`config.mk`:
```
export PLATFORM = sky130hd
export DESIGN_NAME = mod_updown_counter
export DESIGN_NICKNAME = d
export VERILOG_FILES = /design/src/rtl/counter_pkg.sv /design/src/rtl/mod_updown_counter.sv
export SDC_FILE = /design/constraint.sdc
export NUM_CORES = 1
export LEC_CHECK = 0
export BUFFER_PORTS_ARGS = -buffer_cell sky130_fd_sc_hd__buf_2
export CAP_MARGIN = 30
export CORE_AREA = 5 5 42 44
export DETAILED_ROUTE_END_ITERATION = 12
export DIE_AREA = 0 0 47 49
export HOLD_SLACK_MARGIN = 0.06
export PLACE_DENSITY = 0.68
export SETUP_SLACK_MARGIN = 0.2
export SLEW_MARGIN = 15
export SYNTH_ARGS = -nofsm -noshare
export SYNTH_HDL_FRONTEND = slang
export SYNTH_SLANG_ARGS = --single-unit
export TNS_END_PERCENT = 1
```
`constraint.sdc`:
```
create_clock -name clk -period 2.2 [get_ports clk]
set_input_delay 0.11 -clock clk [delete_from_list [all_inputs] [get_ports clk]]
set_output_delay 0.11 -clock clk [all_outputs]
set_load 0.03 [all_outputs]
```
`src/rtl/counter_pkg.sv`:
```
// Shared constants and helpers for the modulo up/down counter family.
package counter_pkg;

    localparam logic CNT_UP    = 1'b1;
    localparam logic CNT_DN    = 1'b0;
    localparam logic MODE_WRAP = 1'b0;
    localparam logic MODE_SAT  = 1'b1;

    function automatic int clog2(input int value);
        int r;
        r = 0;
        while ((1 << r) < value) r++;
        return r;
    endfunction

endpackage

```
`src/rtl/mod_updown_counter.sv`:
```
// Synchronous modulo-MOD up/down counter with load, wrap/saturate, sticky
// overflow and a combinational terminal count for cascading.
module mod_updown_counter
    import counter_pkg::*;
#(
    parameter int WIDTH     = 4,
    parameter int MOD       = 16,
    parameter int RESET_VAL = 0
) (
    input  logic             clk,
    input  logic             reset,
    input  logic             en,
    input  logic             up_dn,
    input  logic             load,
    input  logic [WIDTH-1:0] load_val,
    input  logic             sat_mode,
    input  logic             clr_ovf,
    output logic [WIDTH-1:0] q,
    output logic             tc,
    output logic             ovf
);

    // One extra bit keeps MOD == 2**WIDTH from aliasing MOD-1 back to zero.
    localparam logic [WIDTH:0] CNT_MAX = (WIDTH+1)'(MOD - 1);
    localparam logic [WIDTH:0] CNT_RST = (WIDTH+1)'(RESET_VAL);
    localparam logic [WIDTH:0] CNT_ONE = (WIDTH+1)'(1);

    logic [WIDTH:0] count_q, count_d;
    logic           ovf_q, ovf_d;
    logic [WIDTH:0] load_ext;
    logic           at_top, at_bot;

    assign load_ext = {1'b0, load_val};
    assign at_top   = (count_q == CNT_MAX);
    assign at_bot   = (count_q == '0);

    always_comb begin
        count_d = count_q;
        ovf_d   = ovf_q & ~clr_ovf;
        if (load) begin
            count_d = (load_ext > CNT_MAX) ? CNT_MAX : load_ext;
        end else if (en) begin
            if (up_dn == CNT_UP) begin
                if (at_top) begin
                    ovf_d   = 1'b1;
                    count_d = (sat_mode == MODE_SAT) ? count_q : '0;
                end else begin
                    count_d = count_q + CNT_ONE;
                end
            end else begin
                if (at_bot) begin
                    ovf_d   = 1'b1;
                    count_d = (sat_mode == MODE_SAT) ? count_q : CNT_MAX;
                end else begin
                    count_d = count_q - CNT_ONE;
                end
            end
        end
    end

    always_ff @(posedge clk) begin
        if (reset) begin
            count_q <= CNT_RST;
            ovf_q   <= 1'b0;
        end else begin
            count_q <= count_d;
            ovf_q   <= ovf_d;
        end
    end

    assign q   = count_q[WIDTH-1:0];
    assign ovf = ovf_q;
    assign tc  = en & ~load & (((up_dn == CNT_UP) & at_top) | ((up_dn == CNT_DN) & at_bot));

endmodule

```
# --- After elaboration in Yosys (flattened, before gate mapping) ---
# Index checks and enable logic that the tools add are counted.
totals:
  wordCells: 33
  latch_bits: 0
  input_bits: 11
  ramBits: 0
  mem_count: 0
  ff_bits: 6
  mem_bits_ro: 0
classes:
  reduce_logical: 3
  multipliers: 0
  magnitude_cmp: 1
  n_addsub: 2
  muxes: 13
  n_bitwise: 9
  shift: 0
  eq_ne: 3
  div_mod_pow: 0
ops:
  columns: ["cell", "n"]
  rows:
  - ["$mux 5", 7]
  - ["$ne 4x4->1 const B", 2]
  - ["$add 5x1->5 const B", 1]
  - ["$and 1x1->1", 5]
  - ["$eq 5x4->1 const B", 1]
  - ["$logic_not 5->1", 1]
  - ["$mux 1", 5]
  - ["$sub 5x1->5 const B", 1]
  - ["$gt 4x4->1 const B", 1]
  - ["$mux 4", 1]
  - ["$not 1->1", 3]
  - ["$reduce_and 3->1", 1]
  - ["$reduce_bool 2->1", 1]
  - ["$or 1x1->1", 1]

# --- Longest topological paths before layout ---
# Gate-level depths: netlist of the first run.
depth:
  depth_word: 6
  depth_mapped: 6
  depth_no_buf: 6

# --- Worst setup path after synthesis of the first run ---
# Ideal clock, no wire load.
synth_timing:
  path_kind: "reg2reg"
  startpoint: "register count_q[0]"
  endpoint: "register count_q[0]"
  setup_ns: 0.103
  path_buffers: 0
  required_time_ns: 2.097
  arrival_time_ns: 1.654
  stages_incl_launch_ff: 7
  slack_ns: 0.443
  period_less_slack_ns: 1.757
  path_cell_list: "dfxtp_1 inv_1 ha_1 or4b_4 a21oi_4 o32ai_1 a2111oi_2"
synth_between:
  elab_chain_cells: 5
  word_cells_on_any_way: 12
  classes_between: "add/sub (2); eq/ne (3); mux (5); reduce/logical (2)"
synth_rtl:
  columns: ["item", "line", "rtl"]
  rows:
  - ["start: declaration", "mod_updown_counter.sv:28", "logic [WIDTH:0] count_q, count_d;"]
  - ["start signal: assignment", "mod_updown_counter.sv:66", "count_q <= count_d;"]
  - ["$sub 5x1->5, or another cell as far along", "mod_updown_counter.sv:55", "count_d = count_q - CNT_ONE;"]
  - ["$mux 5, on equally long branches", "mod_updown_counter.sv:51, mod_updown_counter.sv:44", null]
  - ["$mux 5", "mod_updown_counter.sv:43", "if (up_dn == CNT_UP) begin"]
  - ["$mux 5", "mod_updown_counter.sv:42", "end else if (en) begin"]
  - ["$mux 5", "mod_updown_counter.sv:40", "if (load) begin"]
# Parallel ways exist; a longest one is shown, timed or not. The select of a mux whose other input is x is not followed.
# A chain may end at the register's enable or synchronous reset.

# --- Worst setup path in the final report of the first run ---
layout_timing:
  startpoint: "register count_q[0]"
  endpoint: "output tc"
layout_between:
  elab_chain_cells: 4
  word_cells_on_any_way: 6
  classes_between: "eq/ne (1); bitwise (4); reduce/logical (1)"
layout_rtl:
  columns: ["item", "line", "rtl"]
  rows:
  - ["$eq 5x4->1 or $logic_not 5->1 (tied branches)", "mod_updown_counter.sv:34, mod_updown_counter.sv:35", null]
  - ["$and 1x1->1", "mod_updown_counter.sv:73", "assign tc = en & ~load & (((up_dn == CNT_UP) & at_top) | ((up_dn == CNT_DN) & at_bot));"]
  - ["$or 1x1->1 (*)", "mod_updown_counter.sv:73", null]
  - ["$and 1x1->1 (*)", "mod_updown_counter.sv:73", null]
  - ["end: declaration", "mod_updown_counter.sv:19", "output logic tc,"]
# Mark *: on every way between the ends. The rest lies on a longest branch, timed or not.

==> impl_metrics.json, run 1 <==
{
  "status": "finished clean",
  "yosysTopAreaCellShare_pct": 21.6,
  "maxSlewViolCount": 0,
  "nets": 92,
  "synth_edf_count": 0,
  "ctsHoldBuffers": 0,
  "ys_seq_area_share_pct": 21.6,
  "cts_made_buffers": 3,
  "dr.pass1.iters": 4,
  "antenna_cells": 0,
  "min_path_type": "input pin to flip-flop",
  "grt_overflow": 0,
  "fin_area_um2": 642,
  "gp_congestion": 0.822,
  "max_freq_mhz": 521,
  "syn-instance-count": 66,
  "cellPowerDensity_nw_per_um2": 534,
  "cts_tree": "done",
  "htreeDepth": 1,
  "grt.total_usage_pct": 12.7,
  "drtIter0Drc": 8,
  "layout-drive-gt1-share_pct": 35.1,
  "synthDistinctLibCells": 38,
  "die_w_um": 47,
  "vias": 538,
  "dpl.cell_count": 90,
  "synth_area_um2": 557,
  "num_rows": 14,
  "clock_path_buffers": 2,
  "final_cells": 93,
  "required_ns": 2.09,
  "grt_pass1_wl_um": 2180,
  "leakage_nw": 0.253,
  "area_delta_synth_final_pct": 15.3,
  "synthMostInstantiatedCell": "dfxtp_1",
  "finClkSkew_ns": 0.000460,
  "first_global_vias": 526,
  "synthTopCellsByCount": "6 x dfxtp_1, 5 x inv_1, 4 x buf_4, 4 x o21ai_0",
  "die_h_um": 49,
  "synth_area_leaders": "dfxtp_1 22%, buf_4 5.4%, ha_1 4.5%, a2111o_1 4.0%, o21ai_0 3.6%",
  "hpwl_um": 1000,
  "vias_per_cell": 5.78,
  "dpl_cell_area_um2": 602,
  "yosys_warnings": 0,
  "io_buffer_count": 16,
  "yosysTopAreaCell": "dfxtp_1",
  "end_kind": "output pin",
  "drt-wirelength-per-cell_um": 13.9,
  "tns_ns": 0,
  "cts.clk_slew.worst_paths_ns": 0.05,
  "start_util_pct": 39.7,
  "tightest_slew_ns": 0.391,
  "finalHoldViolations": 0,
  "drv_cap": 0,
  "insertion_delay_ns": 0.25,
  "cts_root_buf": "clkbuf_4",
  "rsz0062_at_grt": "no",
  "postLayoutCoreUtil_pct": 45.8,
  "core_area_um2": 1400,
  "die_area_um2": 2300,
  "post_cts_buffers": 0,
  "syn_nets": 79,
  "slew_headroom_pct": 73.6,
  "drc_errors": 0,
  "antenna_found_initial": 0,
  "clock-sinks": 6,
  "ys_seq_elements": 6,
  "ant_nets": 0,
  "grt_max_degree": 12,
  "io_pins": 17,
  "setup_violations": 0,
  "startpoint_type": "flip-flop",
  "crit_path_max_fanout": 8,
  "min_period_over_period_pct": 87.2,
  "totalWireLength_um": 1290,
  "ir_drop_mv": 0.221,
  "critPathKind": "flip-flop to output pin",
  "async_flop_share_pct": 0,
  "syn_area_per_cell_um2": 8.44,
  "worstPathArrival_ns": 1.81,
  "min_period_ns": 1.92,
  "synth_ff_type": "dfxtp_1"
}
[final cells by class]
type,count,area [um2]
Inverter,5,18.8
Clock buffer,3,22.5
Fill cell,136,759
Timing Repair Buffer,16,82.6
Sequential cell,6,123
Multi-Input combinational cell,47,375
Tap cell,16,20.0
[state kept, by name (all words and copies together), names as in the netlist]
name,count
count_q,5
ovf,1
[where the power goes]
part           internal, mW  switching [mW]  leakage (nW)
Clock                0.0619          0.0428        0.0138
Sequential            0.117          0.0145        0.0499
Combinational        0.0476          0.0593         0.189
Total                 0.226           0.117         0.253
[critical path, cell delays in order, from the launching register on]
cell	delay (ns)
dfxtp_2	0.35
inv_1	0.12
ha_4	0.15
or4b_4	0.49
a21oi_4	0.15
and2_1	0.14
buf_4	0.15
[cells in the final DEF, fill, tap and decap left out]
master,instances
nand4b_1,1
buf_2,15
and3_1,2
o21ai_0,4
a2111oi_2,1
nor4_1,1
nand3_1,2
a21oi_4,1
dfxtp_1,4
and2_1,1
nor4b_2,1
buf_4,1
a32oi_1,1
o2111ai_1,1
o221ai_1,1
or4b_4,1
clkbuf_4,3
nor4b_1,1
ha_1,1
nand3b_1,1
a311oi_1,1
ha_4,1
xnor2_1,1
o22ai_1,1
nor2_1,3
inv_1,5
and4_1,1
mux2_2,1
a211oi_1,1
a2111o_1,2
dfxtp_2,2
o32ai_1,1
o211ai_1,2
or3_1,2
a21oi_1,2
a21boi_0,1
nand4_1,1
nor2b_1,3
nand2_1,2
[per-layer routing]
layer  vias to the layer above  wire (um)  GRT usage [%]  part of all wire, %
li1                        279          -              -                    -
met1                       243        571           15.1                   44
met2                        12        635           20.4                   49
met3                         4         57           2.21                  4.4
met4                         0         27           6.91                  2.1
met5                         -          0              0                    0
[repair_timing]
| item | in CTS | in global routing |
|---|---|---|
| endpoints found under the setup margin | 1 | 3 |
| gates resized for setup | 1 | 4 |
| gates cloned | 0 | 0 |
[path summary, 6_finish.rpt]
| check | startpoint | to | slack [ns] | depth (start not counted) |
|---|---|---|---|---|
| worst min-delay path | load_val[3] | count_q[3]$_SDFFE_PP0P_ | 0.11 | 3 |
| worst max-delay path | count_q[0]$_SDFFE_PP0P_ | tc | 0.28 | 6 |
| worst min register to register | ovf$_SDFF_PP0_ | ovf$_SDFF_PP0_ | 0.60 | 3 |
| worst max register to register | count_q[0]$_SDFFE_PP0P_ | count_q[2]$_SDFFE_PP0P_ | 0.37 | 6 |
[per-stage QoR]
step	power, mW	setup WS (ns)	hold slack (ns)
after CTS	0.342	0.204	0.113
after global routing	0.361	0.224	0.141
after detailed placement	0.234	0.299	0.370
after global placement	0.232	0.364	0.365
final	0.343	0.281	0.113
after floorplan	0.214	0.443	0.179
[cell families (layout without fill, tap and decap cells)]
group / count (synthesis) / after routing / share of synthesized area, %
AOI/OAI and AO/OA: 20 / 20 / 29.4
xor gates and xnor gates: 1 / 1 / 1.57
adders and majority gates: 2 / 2 / 4.49
buffers and inverters: 13 / 24 / 13.3
DFF: 6 / 6 / 21.6
muxes: 1 / 1 / 2.02
and+or+nand+nor: 23 / 23 / 27.6
Power figures use the tool's default switching activity.
==> inputs of run 2 (changes only) <==
==> constraint.sdc (replaced) <==
create_clock -name clk -period 1.9 [get_ports clk]
set_input_delay 0.095 -clock clk [delete_from_list [all_inputs] [get_ports clk]]
set_output_delay 0.095 -clock clk [all_outputs]
set_load 0.03 [all_outputs]
==> run 2 against run 1 <==
  * Routed wire length increased by 13%
  * Clock skew increased by 0.00071 ns
  * Clock-buffer cell count unchanged
  * Sequential power increased by 14%
  * Final cell count increased by 9.7%
  * Register-to-register slack got worse by 0.29 ns
  * Global-route usage increased by 2.1 points
  * Worst setup slack got worse by 0.21 ns
  * Power increased by 27%
  * Critical endpoint unchanged
  * Largest power group is now combinational logic
==> impl_metrics.json, run 2 (synthesis gave the netlist of run 1 again) <==
{
  "max_freq_mhz": 547,
  "status": "finished clean",
  "drv_cap": 0,
  "rsz0062_at_grt": "yes",
  "rrSetupSlack_ns": 0.08,
  "end_kind": "output pin",
  "dr.pass1.iters": 4,
  "cts.clk_slew.worst_paths_ns": 0.05,
  "area_delta_synth_final_pct": 33.0,
  "min_path_cells": 3,
  "layout-drive-gt1-share_pct": 48.8,
  "antenna_cells": 0,
  "slew_headroom_pct": 77.6,
  "largest_register": "count_q",
  "mostFrequentLayoutCells": "15 x buf_2, 9 x buf_4",
  "crit_path_max_fanout": 4,
  "vias_per_cell": 5.72,
  "maxSlewViolCount": 0,
  "required_ns": 1.80,
  "die_h_um": 49,
  "postLayoutCoreUtil_pct": 52.9,
  "startpoint_type": "flip-flop",
  "busiest_layer": "met2",
  "cts_root_buf": "clkbuf_4",
  "hp-start": "load_val[3]",
  "ir_drop_mv": 0.348,
  "die_w_um": 47,
  "power.total_mw": 0.435,
  "cts_made_buffers": 3,
  "insertion_delay_ns": 0.25,
  "clock-sinks": 6,
  "drt-wirelength-per-cell_um": 14.3,
  "tightest_slew_ns": 0.336,
  "nets": 101,
  "multi_input_comb_area_um2": 392,
  "seq_area_um2": 129,
  "min_delay_worst_endpoint": "count_q[3]$_SDFFE_PP0P_",
  "num_rows": 14,
  "gp_congestion": 0.787,
  "grt_overflow": 0,
  "timing.rr.start": "count_q[0]$_SDFFE_PP0P_",
  "min_path_type": "input pin to flip-flop",
  "largest_register_ffs": 5,
  "vias": 583,
  "critPathKind": "flip-flop to output pin",
  "ant_nets": 0,
  "cts_tree": "done",
  "worstPathArrival_ns": 1.73,
  "totalWireLength_um": 1460,
  "io_pins": 17,
  "drc_errors": 0,
  "fill_cells": 134,
  "grt_pass1_wl_um": 2500,
  "fin_area_um2": 741,
  "io_buffer_count": 16,
  "finalHoldViolations": 0,
  "core_area_um2": 1400,
  "layout_commonest_cell": "buf_2",
  "start_util_pct": 39.7,
  "finClkSkew_ns": 0.00117,
  "r2r_end": "count_q[0]$_SDFFE_PP0P_",
  "dpl.cell_count": 90,
  "clock_path_buffers": 2,
  "cellPowerDensity_nw_per_um2": 587,
  "grtUsageMet1_pct": 18.3,
  "grt.total_usage_pct": 14.7,
  "post-route-worst-setup-slack_ns": 0.0713,
  "min_period_over_period_pct": 96.2,
  "min_period_ns": 1.83,
  "tns_ns": 0,
  "dpl_cell_area_um2": 624,
  "grt_max_degree": 12,
  "final_cells": 102,
  "die_area_um2": 2300,
  "leakage_nw": 0.305,
  "antenna_found_initial": 0,
  "r2r_cells": 7,
  "setup_violations": 0,
  "crit_start": "count_q[0]$_SDFFE_PP0P_",
  "ctsHoldBuffers": 0,
  "met2_usage_pct": 22.6,
  "pre_cts_slack_ns": 0.103,
  "htreeDepth": 1,
  "grt_use_met3_pct": 2.95,
  "fin_hold_ws_ns": 0.0918,
  "first_global_vias": 585,
  "drtIter0Drc": 19
}
==> run 2: cell types whose count changed in the layout (fill, tap and decap cells not counted), moves of 2 or more <==
cell / delta
inv_1: -2
inv_4: +2
buf_4: +8
dfxtp_4: +2
==> run 2: where the power goes <==
group	switching [mW]	internal (mW)	total, mW
logic	0.0836	0.0774	0.161
registers	0.0140	0.135	0.149
clock network	0.0531	0.0719	0.125
==> run 2: critical path, stage by stage, from the launching register on <==
cell     delay (ns)
dfxtp_4        0.36
inv_4          0.06
ha_4           0.12
or4b_4         0.49
a21oi_4        0.17
and2_4         0.16
buf_6          0.12
==> run 2: how the worst max path moves through the flow <==
stage / depth (start not counted) / to / slack (ns)
floorplan: 6 / count_q[0]$_SDFFE_PP0P_ / 0.25
global placement: 6 / count_q[0]$_SDFFE_PP0P_ / 0.14
detailed placement: 6 / count_q[0]$_SDFFE_PP0P_ / 0.10
CTS: 6 / tc / 0.08
global route: 6 / tc / 0.02
finish: 6 / tc / 0.07
==> run 2: final cells by class <==
type | count | share of cell area (%)
multi-input cells | 47 | 52.9
clock buffers | 3 | 3.04
inverters | 5 | 3.21
well taps | 16 | 2.70
repair buffers | 25 | 20.8
flip-flops and latches | 6 | 17.4
==> run 2: timing repair <==
item	in CTS	in global routing
endpoints found under the setup margin	5	5
pin swaps	2	0
gates resized for setup	7	4
buffers inserted	8	1
==> run 2: routing by layer <==
metal / vias up / wire length [um]
li1: 292 / -
met1: 269 / 589
met2: 17 / 749
met3: 5 / 85
met4: 0 / 38
met5: - / 0
==> inputs of run 3 (changes only) <==
--- a/config.mk
+++ b/config.mk
@@ -7,11 +7,11 @@
 export LEC_CHECK = 0
 export BUFFER_PORTS_ARGS = -buffer_cell sky130_fd_sc_hd__buf_2
 export CAP_MARGIN = 30
-export CORE_AREA = 5 5 42 44
+export CORE_MARGIN = 5
+export CORE_UTILIZATION = 30
 export DETAILED_ROUTE_END_ITERATION = 12
-export DIE_AREA = 0 0 47 49
 export HOLD_SLACK_MARGIN = 0.06
-export PLACE_DENSITY = 0.68
+export PLACE_DENSITY = 0.52
 export SETUP_SLACK_MARGIN = 0.2
 export SLEW_MARGIN = 15
 export SYNTH_ARGS = -nofsm -noshare
==> run 3 against run 2 <==
  * Global-route usage decreased by 2.0 points
  * Worst setup slack got worse by 0.0057 ns
  * Maximum frequency decreased by 0.31%
  * Register-to-register slack improved by 0.02 ns
  * Critical path depth unchanged
  * Die area increased by 22%
  * Final cell count increased by 8.8%
  * Power increased by 0.37%
  * Combinational power about the same
  * Clock-buffer cell count unchanged
  * Core utilization decreased by 10 points
  * Sequential power about the same
==> impl_metrics.json, run 3 (synthesis gave the netlist of run 1 again) <==
{
  "status": "finished clean",
  "cellPowerDensity_nw_per_um2": 585,
  "insertion_delay_ns": 0.26,
  "largest_register_ffs": 5,
  "fill_cells": 185,
  "p_sw_share_pct": 34.9,
  "tightest_slew_ns": 0.339,
  "die_h_um": 53.1,
  "critPathKind": "flip-flop to output pin",
  "cts.clk_slew.worst_paths_ns": 0.06,
  "io_buffer_count": 16,
  "required_ns": 1.80,
  "ant_nets": 0,
  "post-route-worst-setup-slack_ns": 0.0655,
  "antenna_cells": 0,
  "totalWireLength_um": 1560,
  "hpwl_um": 1070,
  "setup_violations": 0,
  "pwr-share-seq_pct": 34.0,
  "io_pins": 17,
  "worstPathArrival_ns": 1.74,
  "layout_commonest_cell": "buf_2",
  "end_kind": "output pin",
  "min_path_type": "input pin to flip-flop",
  "gp_congestion": 0.795,
  "antenna_found_initial": 0,
  "seq_area_um2": 129,
  "min_period_ns": 1.83,
  "p_int_mw": 0.284,
  "clock_path_buffers": 2,
  "first_global_vias": 522,
  "drc_errors": 0,
  "area_delta_synth_final_pct": 33.9,
  "cts_made_buffers": 3,
  "drv_cap": 0,
  "htreeDepth": 1,
  "finClkSkew_ns": 0.0117,
  "core_area_um2": 1750,
  "vias_per_cell": 5.45,
  "top_layer_used": "met4",
  "drtIter0Drc": 50,
  "max_freq_mhz": 545,
  "min_period_over_period_pct": 96.6,
  "tns_ns": 0,
  "nets": 101,
  "dr.pass1.iters": 4,
  "vias": 605,
  "clock-sinks": 6,
  "grt_max_degree": 12,
  "die_w_um": 53.1,
  "dpl_cell_area_um2": 643,
  "p_switching_mw": 0.152,
  "cts_root_buf": "clkbuf_4",
  "postLayoutCoreUtil_pct": 42.7,
  "slew_headroom_pct": 77.2,
  "ir_drop_mv": 0.364,
  "wl_met3_um": 186,
  "grt.total_usage_pct": 12.7,
  "rsz0062_at_grt": "yes",
  "cts_tree": "done",
  "layout-drive-gt1-share_pct": 47.7,
  "pre_cts_slack_ns": 0.102,
  "wl_met2_um": 689,
  "multi_input_comb_area_um2": 385,
  "start_util_pct": 31.9,
  "pwr-share-clk_pct": 29.3,
  "finalHoldViolations": 0,
  "drt-wirelength-per-cell_um": 14.0,
  "leakage_nw": 0.304,
  "num_rows": 15,
  "largest_register": "count_q",
  "grt_overflow": 0,
  "mostFrequentLayoutCells": "15 x buf_2, 9 x buf_4",
  "maxSlewViolCount": 0,
  "die_area_um2": 2820,
  "grt_pass1_wl_um": 2550,
  "met1Wirelength_um": 677,
  "combPwrFrac_pct": 36.7,
  "startpoint_type": "flip-flop",
  "crit_path_max_fanout": 4,
  "fin_area_um2": 746
}
-- run 3: cell counts in the layout (fill, tap and decap cells not counted) --
No cell type changed its count.
-- run 3: area by class of cell --
cell class                 instances  share of cell area (%)
inverter                           5                    3.19
timing repair buffer              25                    20.6
multi-input combinational         47                    51.7
sequential                         6                    17.3
clock buffer                       3                    3.02
tap                               25                    4.19
-- run 3: power by group through the flow --
stage,logic [mW],registers (mW),clock network (mW)
final,0.160,0.149,0.128
after global routing,0.173,0.150,0.141
after CTS,0.158,0.147,0.134
after detailed placement,0.128,0.154,0
after global placement,0.129,0.154,0
after floorplan,0.111,0.146,0
-- run 3: worst paths after layout --
path / depth (start not counted) / start / endpoint / slack [ns]
max: 6 / count_q[0]$_SDFFE_PP0P_ / tc / 0.07
min: 3 / load_val[3] / count_q[3]$_SDFFE_PP0P_ / 0.09
max reg2reg: 7 / count_q[0]$_SDFFE_PP0P_ / count_q[0]$_SDFFE_PP0P_ / 0.10
min reg2reg: 3 / ovf$_SDFF_PP0_ / ovf$_SDFF_PP0_ / 0.58
-- run 3: through the flow --
step                hold slack (ns)  power (mW)  cells
global placement              0.359       0.283    100
global route                  0.115       0.464    111
detailed placement            0.358       0.282    100
CTS                          0.0936       0.439    111
floorplan                     0.156       0.257     66
finish                       0.0936       0.437    111
-- run 3: routing by layer --
layer  vias up  global-route usage [%]
met5         -                       0
li1        292                       -
met4         0                    2.13
met1       279                    18.0
met3         2                    5.92
met2        32                    17.6
-- run 3: timing repair --
item / 4_1_cts / 5_1_grt
setup endpoints to repair: 5 / 5
pin swaps: 1 / 0
resized for setup: 7 / 2
setup buffers: 8 / 0
hold buffers: 0 / 0
-- run 3: critical path, stage by stage (launching register included) --
cell and delay, ns:
dfxtp_4 0.35, inv_4 0.06, ha_4 0.14, or4b_4 0.49, a21oi_4 0.17, and2_4 0.17, buf_6 0.12
